### src/rtl/multicycle_pkg.sv
// Shared encodings for the multi-cycle RV32I control path: FSM states, opcodes,
// ALU operation codes and the datapath mux select codes.
package multicycle_pkg;

  typedef enum logic [3:0] {
    S_FETCH    = 4'd0,
    S_DECODE   = 4'd1,
    S_MEMADR   = 4'd2,
    S_MEMREAD  = 4'd3,
    S_MEMWB    = 4'd4,
    S_MEMWRITE = 4'd5,
    S_EXECUTER = 4'd6,
    S_EXECUTEI = 4'd7,
    S_ALUWB    = 4'd8,
    S_JAL      = 4'd9,
    S_BEQ      = 4'd10
  } state_t;

  localparam logic [6:0] OP_LW  = 7'b0000011;
  localparam logic [6:0] OP_SW  = 7'b0100011;
  localparam logic [6:0] OP_R   = 7'b0110011;
  localparam logic [6:0] OP_I   = 7'b0010011;
  localparam logic [6:0] OP_JAL = 7'b1101111;
  localparam logic [6:0] OP_BEQ = 7'b1100011;

  localparam logic [1:0] ALUOP_ADD  = 2'b00;
  localparam logic [1:0] ALUOP_SUB  = 2'b01;
  localparam logic [1:0] ALUOP_FUNC = 2'b10;

  localparam logic [2:0] ALU_ADD = 3'b000;
  localparam logic [2:0] ALU_SUB = 3'b001;
  localparam logic [2:0] ALU_AND = 3'b010;
  localparam logic [2:0] ALU_OR  = 3'b011;
  localparam logic [2:0] ALU_SLT = 3'b101;

  localparam logic [1:0] RES_ALUOUT    = 2'b00;
  localparam logic [1:0] RES_DATA      = 2'b01;
  localparam logic [1:0] RES_ALURESULT = 2'b10;

  localparam logic [1:0] SRCA_PC    = 2'b00;
  localparam logic [1:0] SRCA_OLDPC = 2'b01;
  localparam logic [1:0] SRCA_RS1   = 2'b10;

  localparam logic [1:0] SRCB_RS2  = 2'b00;
  localparam logic [1:0] SRCB_IMM  = 2'b01;
  localparam logic [1:0] SRCB_FOUR = 2'b10;

  localparam logic [1:0] IMM_I = 2'b00;
  localparam logic [1:0] IMM_S = 2'b01;
  localparam logic [1:0] IMM_B = 2'b10;
  localparam logic [1:0] IMM_J = 2'b11;

endpackage

### src/rtl/multicycle_control_alu_decoder.sv
// ALU operation decode from ALUOp and the funct fields; purely combinational, no handshake.
module alu_decoder
  import multicycle_pkg::*;
(
  input  logic [1:0] ALUOp,
  input  logic [2:0] funct3,
  input  logic       op5,
  input  logic       funct7b5,
  output logic [2:0] ALUControl
);

  always_comb begin
    ALUControl = ALU_ADD;
    case (ALUOp)
      ALUOP_ADD: ALUControl = ALU_ADD;
      ALUOP_SUB: ALUControl = ALU_SUB;
      ALUOP_FUNC: begin
        case (funct3)
          // funct7b5 only selects sub for R-type; for addi it is an immediate bit
          3'b000:  ALUControl = (op5 & funct7b5) ? ALU_SUB : ALU_ADD;
          3'b010:  ALUControl = ALU_SLT;
          3'b110:  ALUControl = ALU_OR;
          3'b111:  ALUControl = ALU_AND;
          default: ALUControl = ALU_ADD;
        endcase
      end
      default: ALUControl = ALU_ADD;
    endcase
  end

endmodule

### src/rtl/multicycle_control.sv
// Multi-cycle RV32I sequencer: 3-5 cycles per instruction, Moore outputs from the state register.
// FETCH, MEMREAD and MEMWRITE hold until MemReady; write enables are forced low while rst is high.
module multicycle_control
  import multicycle_pkg::*;
#(
  parameter bit USE_MEM_READY = 1'b1
) (
  input  logic       CLK,
  input  logic       rst,
  input  logic [6:0] op,
  input  logic [2:0] funct3,
  input  logic       funct7b5,
  input  logic       Zero,
  input  logic       MemReady,
  output logic       PCWrite,
  output logic       AdrSrc,
  output logic       MemWrite,
  output logic       IRWrite,
  output logic [1:0] ResultSrc,
  output logic [1:0] ALUSrcA,
  output logic [1:0] ALUSrcB,
  output logic [2:0] ALUControl,
  output logic [1:0] ImmSrc,
  output logic       RegWrite,
  output logic       InstrDone,
  output logic       IllegalInstr
);

  state_t     state;
  state_t     next_state;
  logic       rdy;
  logic [1:0] alu_op;
  logic       pc_update;
  logic       branch;
  logic       mem_write;
  logic       ir_write;
  logic       reg_write;
  logic       instr_done;
  logic       illegal;

  assign rdy = MemReady | ~USE_MEM_READY;

  always_ff @(posedge CLK or posedge rst) begin
    if (rst) state <= S_FETCH;
    else     state <= next_state;
  end

  always_comb begin
    next_state = S_FETCH;
    AdrSrc     = 1'b0;
    ResultSrc  = RES_ALUOUT;
    ALUSrcA    = SRCA_PC;
    ALUSrcB    = SRCB_RS2;
    alu_op     = ALUOP_ADD;
    pc_update  = 1'b0;
    branch     = 1'b0;
    mem_write  = 1'b0;
    ir_write   = 1'b0;
    reg_write  = 1'b0;
    instr_done = 1'b0;
    illegal    = 1'b0;
    case (state)
      S_FETCH: begin
        ResultSrc  = RES_ALURESULT;
        ALUSrcB    = SRCB_FOUR;
        ir_write   = rdy;
        pc_update  = rdy;
        next_state = rdy ? S_DECODE : S_FETCH;
      end
      S_DECODE: begin
        // Branch target is precomputed here from OldPC + ImmExt
        ALUSrcA = SRCA_OLDPC;
        ALUSrcB = SRCB_IMM;
        case (op)
          OP_LW, OP_SW: next_state = S_MEMADR;
          OP_R:         next_state = S_EXECUTER;
          OP_I:         next_state = S_EXECUTEI;
          OP_JAL:       next_state = S_JAL;
          OP_BEQ:       next_state = S_BEQ;
          default: begin
            next_state = S_FETCH;
            illegal    = 1'b1;
            instr_done = 1'b1;
          end
        endcase
      end
      S_MEMADR: begin
        ALUSrcA    = SRCA_RS1;
        ALUSrcB    = SRCB_IMM;
        next_state = op[5] ? S_MEMWRITE : S_MEMREAD;
      end
      S_MEMREAD: begin
        AdrSrc     = 1'b1;
        next_state = rdy ? S_MEMWB : S_MEMREAD;
      end
      S_MEMWB: begin
        ResultSrc  = RES_DATA;
        reg_write  = 1'b1;
        instr_done = 1'b1;
        next_state = S_FETCH;
      end
      S_MEMWRITE: begin
        AdrSrc     = 1'b1;
        mem_write  = 1'b1;
        instr_done = rdy;
        next_state = rdy ? S_FETCH : S_MEMWRITE;
      end
      S_EXECUTER: begin
        ALUSrcA    = SRCA_RS1;
        ALUSrcB    = SRCB_RS2;
        alu_op     = ALUOP_FUNC;
        next_state = S_ALUWB;
      end
      S_EXECUTEI: begin
        ALUSrcA    = SRCA_RS1;
        ALUSrcB    = SRCB_IMM;
        alu_op     = ALUOP_FUNC;
        next_state = S_ALUWB;
      end
      S_ALUWB: begin
        reg_write  = 1'b1;
        instr_done = 1'b1;
        next_state = S_FETCH;
      end
      S_JAL: begin
        ALUSrcA    = SRCA_OLDPC;
        ALUSrcB    = SRCB_FOUR;
        pc_update  = 1'b1;
        instr_done = 1'b1;
        next_state = S_FETCH;
      end
      S_BEQ: begin
        ALUSrcA    = SRCA_RS1;
        ALUSrcB    = SRCB_RS2;
        alu_op     = ALUOP_SUB;
        branch     = 1'b1;
        instr_done = 1'b1;
        next_state = S_FETCH;
      end
      default: next_state = S_FETCH;
    endcase
  end

  always_comb begin
    ImmSrc = IMM_I;
    case (op)
      OP_LW, OP_I: ImmSrc = IMM_I;
      OP_SW:       ImmSrc = IMM_S;
      OP_BEQ:      ImmSrc = IMM_B;
      OP_JAL:      ImmSrc = IMM_J;
      default:     ImmSrc = IMM_I;
    endcase
  end

  // Gate enables with rst so nothing is written in the cycle reset arrives
  assign PCWrite      = ~rst & (pc_update | (branch & Zero));
  assign MemWrite     = ~rst & mem_write;
  assign IRWrite      = ~rst & ir_write;
  assign RegWrite     = ~rst & reg_write;
  assign InstrDone    = ~rst & instr_done;
  assign IllegalInstr = ~rst & illegal;

  alu_decoder u_alu_decoder (
    .ALUOp      (alu_op),
    .funct3     (funct3),
    .op5        (op[5]),
    .funct7b5   (funct7b5),
    .ALUControl (ALUControl)
  );

endmodule

### config.mk
export PLATFORM = sky130hd
export DESIGN_NAME = multicycle_control
export DESIGN_NICKNAME = d
export VERILOG_FILES = /design/src/rtl/multicycle_pkg.sv /design/src/rtl/multicycle_control_alu_decoder.sv /design/src/rtl/multicycle_control.sv
export SDC_FILE = /design/constraint.sdc
export NUM_CORES = 1
export LEC_CHECK = 0
export BUFFER_PORTS_ARGS = -buffer_cell sky130_fd_sc_hd__buf_2
export CAP_MARGIN = 15
export CORE_MARGIN = 3
export CORE_UTILIZATION = 40
export DETAILED_ROUTE_END_ITERATION = 7
export GPL_ROUTABILITY_DRIVEN = 0
export PLACE_DENSITY = 0.8
export SLEW_MARGIN = 20
export SYNTH_ARGS = -nofsm -noshare
export SYNTH_HDL_FRONTEND = slang
export SYNTH_HIERARCHICAL = 1
export SYNTH_SLANG_ARGS = --single-unit
### constraint.sdc
create_clock -name CLK -period 1.7 [get_ports CLK]
set_clock_uncertainty 0.05 [all_clocks]
set_input_delay 0.17 -clock CLK [delete_from_list [all_inputs] [get_ports CLK]]
set_output_delay 0.17 -clock CLK [all_outputs]
set_load 0.03 [all_outputs]
==> impl_table.tex <==
\begin{tabular}{lr}
\hline
Metric & Value \\
\hline
\multicolumn{2}{l}{\textbf{Routing}} \\
Remaining DRCs & 0 \\
Routed vias/inst & slightly above 6 \\
Iteration-0 DRC count of the detailed router & a little over 50 \\
Length of the first detailed-routing pass in iterations & 4 \\
Per-cell routed wire length & 21.49 um \\
Routed vias & 980 \\
Count of antenna-violating nets left after detailed routing & 0 \\
WL final & 3417 um \\
\multicolumn{2}{l}{\textbf{Placement}} \\
\# port buffers & 32 \\
Post-DP HPWL & about 1600 um \\
\multicolumn{2}{l}{\textbf{Die}} \\
Die height & 47.29 um \\
Site row count & 14 \\
Core Footprint & between 0.0015 and 0.002 mm2 \\
Effective utilization at floorplan & between 40\% and 50\% \\
Top-Level Pins & 33 \\
Die area & roughly 0.0022 mm2 \\
Die extent in x & approximately 47 um \\
\multicolumn{2}{l}{\textbf{CTS}} \\
Deepest clock path buffer count & 2 \\
Clock Pin Slew Worst Setup and Hold Paths & roughly 0.04 ns \\
Clock latency on the worst-skew pair & $\sim$0.24 ns \\
Clock tree sinks & 4 \\
CTS Buf Count & 3 \\
CTS H-Tree Depth & 1 \\
CTS tree & built \\
Root buffer cell & sky130\_fd\_sc\_hd\_\_clkbuf\_4 \\
\multicolumn{2}{l}{\textbf{Global routing}} \\
Antenna violations before repair & 0 \\
Pin count of the biggest net entering global routing & 23 \\
GRT Resource Usage Total & between 20\% and 30\% \\
Wire length of the first global-routing pass & approximately 3300 um \\
Vias in the first global route & around 750 \\
Congestion Overflow GR & 0 \\
\multicolumn{2}{l}{\textbf{Synthesis}} \\
Main combinational cell family by area after synthesis & simple AND/OR/NAND/NOR gates \\
Multiplexer fraction of the synthesized cell area & 0\% \\
Share of the synthesized area in the top cell type & roughly 15\% \\
Synth warn & 6 \\
Primary flip-flop cell chosen by synthesis mapping & sky130\_fd\_sc\_hd\_\_dfrtp\_1 \\
Area share of xor/xnor cells in the synthesized design & 3.853\% \\
Synthesized netlist cell count & 93 \\
Net count of the mapped netlist & 110 \\
Fraction of the mapped netlist area in compound gates & around 24\% \\
Adder and majority cell fraction of the synthesized area & approximately 3.7\% \\
Register bit count reported by yosys & 4 \\
Post-synth design cell area & 681.9 um2 \\
Main area contributors after synthesis & sky130\_fd\_sc\_hd\_\_dfrtp\_1, sky130\_fd\_sc\_hd\_\_nand2b\_1, sky130\_fd\_sc\_hd\_\_a21oi\_1 \\
Number of synthesized flops with an enable pin & 0 \\
Synthesized-area fraction occupied by and/or/nand/nor cells & approximately 45\% \\
Sequential element share of the synthesized area & 14.68\% \\
Post-synthesis cell type with the largest combined area & sky130\_fd\_sc\_hd\_\_dfrtp\_1 \\
Synthesized area per cell & between 7 and 8 um2 \\
Post-synthesis async set-or-reset flop share & 100.0\% \\
Synth cell types & 42 \\
\multicolumn{2}{l}{\textbf{Final layout}} \\
Final standard cell utilization of the core & approximately 85\% \\
Fill cells & slightly above 70 \\
Top reg by flops & state \\
Share of cells above drive strength 1 & approximately 63\% \\
Area grow syn2layout & 94.86\% \\
Number of flip-flops in the largest register & 4 \\
Largest registers & state: 4 flops \\
ANT cells & 0 \\
Total Nets Final & 162 \\
\multicolumn{2}{l}{\textbf{Worst hold path}} \\
Hold path cells & 3 \\
Worst min-delay path class & in -> reg \\
\multicolumn{2}{l}{\textbf{Timing}} \\
Setup repair after global routing missed its margin & true \\
Fmax achieved & 0.4727 GHz \\
Shortest clock period the worst path allows after layout & roughly 2.1 ns \\
Count of final max-slew check failures & 0 \\
Fraction of the cycle the final worst path needs & 124.5\% \\
Worst slew margin relative to its limit & between 70 and 80\% \\
Number of failing hold endpoints at the final stage & 0 \\
Final-report setup violation count & 14 \\
Post-route setup slack & -0.4157 ns \\
Measured slew at the worst slew-check pin & 0.3973 ns \\
\multicolumn{2}{l}{\textbf{Critical path}} \\
WP data required & around 1.5 ns \\
Worst setup SP type & flip-flop \\
Arrival time reported for the critical path endpoint & roughly 1.9 ns \\
CP Max Fanout & 4 \\
Critical Setup Path Class & reg -> out \\
Element type at the critical path end & primary output \\
R2r worst-path depth & 5 \\
\multicolumn{2}{l}{\textbf{Job}} \\
Maximum capacitance violations & 0 \\
\multicolumn{2}{l}{\textbf{Pwr}} \\
LEAKAGE & around 0.00057 uW \\
Pwr Total & 2061 uW \\
Maximum VDD drop & about 1.1 mV \\
Cell area power density & around 1600 mW/mm2 \\
\multicolumn{2}{l}{\textbf{Status}} \\
Violations in the final reports & negative setup slack \\
Result of the run & finished with violations \\
\hline
\end{tabular}
-- cells by family (layout without fill, tap and decap cells) --
kind of cell	after synthesis	in the layout
and+or+nand+nor	46	46
adders and majority gates	2	2
buffers and inverters	14	64
xor gates and xnor gates	3	3
AOI/OAI and AO/OA	24	24
DFF	4	4
-- power by group --
part / internal, uW / switching, uW / total (uW)
Combinational: 772 / 974 / 1750
Sequential: 134 / 60.3 / 194
Clock: 79.1 / 40.8 / 120
-- placed cells by master (no fill, tap or decap), drive strengths merged --
cell         count
o311a            1
nor2             5
nand4            1
a21oi            7
inv              8
nor4             3
buf             52
and4b            2
and3             1
o21bai           1
nand3            3
nor4b            2
o22a             1
clkbuf           3
dfrtp            4
nor3b            2
ha               2
a41oi            1
nor3             4
and2             3
or2b             1
o31a             1
or4b             2
a221oi           1
a21boi           2
nand2            2
o22ai            1
o21ai            5
nor2b            2
or3              4
o21a             1
xor2             1
dlygate4sd3      1
nand3b           2
xnor2            2
nand2b           7
a2bb2oi          2
-- cell usage after synthesis, types with 2 or more instances --
cell type / n
sky130_fd_sc_hd__inv_1: 8
sky130_fd_sc_hd__a21oi_1: 7
sky130_fd_sc_hd__nand2b_1: 6
sky130_fd_sc_hd__nor2_1: 5
sky130_fd_sc_hd__dfrtp_1: 4
sky130_fd_sc_hd__nor3_1: 4
sky130_fd_sc_hd__o21ai_0: 4
sky130_fd_sc_hd__or3_1: 4
sky130_fd_sc_hd__and2_1: 3
sky130_fd_sc_hd__clkbuf_1: 3
sky130_fd_sc_hd__nand3_1: 3
sky130_fd_sc_hd__a21boi_0: 2
sky130_fd_sc_hd__a2bb2oi_1: 2
sky130_fd_sc_hd__buf_2: 2
sky130_fd_sc_hd__ha_1: 2
sky130_fd_sc_hd__nand2_1: 2
sky130_fd_sc_hd__nand3b_1: 2
sky130_fd_sc_hd__nor2b_1: 2
sky130_fd_sc_hd__nor3b_1: 2
sky130_fd_sc_hd__nor4_1: 2
sky130_fd_sc_hd__nor4b_1: 2
sky130_fd_sc_hd__xnor2_1: 2
-- per-stage QoR --
step	setup TNS, ns	instance area (um2)	setup slack (ns)	hold WS [ns]	std cells
final	-2.763	1329	-0.4157	0.1686	159
after global placement	-0.4617	1006	-0.1082	0.08138	147
after floorplan	-0.4388	770.7	-0.1743	-0.1081	93
after detailed placement	-0.7492	1006	-0.1779	0.09666	147
after global routing	-3.355	1329	-0.4520	0.1686	159
after CTS	-1.624	1167	-0.3188	0.1623	152
-- critical path, cell delays in order, from the launching register on --
cell,delay (ns)
sky130_fd_sc_hd__dfrtp_1,0.44
sky130_fd_sc_hd__buf_4,0.17
sky130_fd_sc_hd__nor2b_4,0.13
sky130_fd_sc_hd__and2_4,0.17
sky130_fd_sc_hd__inv_2,0.09
sky130_fd_sc_hd__ha_4,0.15
sky130_fd_sc_hd__inv_2,0.05
sky130_fd_sc_hd__a221oi_4,0.29
sky130_fd_sc_hd__buf_6,0.17
-- timing repair --
action	4_1_cts	5_1_grt
pin swaps	2	9
endpoints found under the setup margin	12	13
setup buffers	1	7
endpoints found under the hold margin	4	0
gates resized for setup	36	22
hold buffers	1	0
-- path summary, 6_finish.rpt --
path,slack (ns),to,from
max,-0.42,ALUControl[0],state[2]
min,0.17,state[0],op[1]
max reg2reg,-0.11,state[2],state[2]
min reg2reg,0.64,state[0],state[3]
max in group asynchronous,0.95,state[0],rst
min in group asynchronous,0.45,state[2],rst
-- cell type report --
class                   instances  area (um2)  area share [%]
inverters                       8       30.03           2.260
clock buffers                   3       22.52           1.695
repair buffers                 53       420.4           31.64
flip-flops and latches          4       102.6           7.721
well taps                      16       20.02           1.507
multi-input cells              75       733.2           55.18
-- per-layer routing --
metal | global-route usage, % | vias to the layer above | share of wire, % | wire (um)
met2 | 38.77 | 53 | 51 | 1758
met5 | 0 | - | 0 | 0
met3 | 3.448 | 8 | 5.9 | 200
met1 | 25.34 | 477 | 41 | 1393
li1 | - | 442 | - | -
met4 | 3.315 | 0 | 1.9 | 64
No activity file was read; power rests on OpenSTA's default activity.
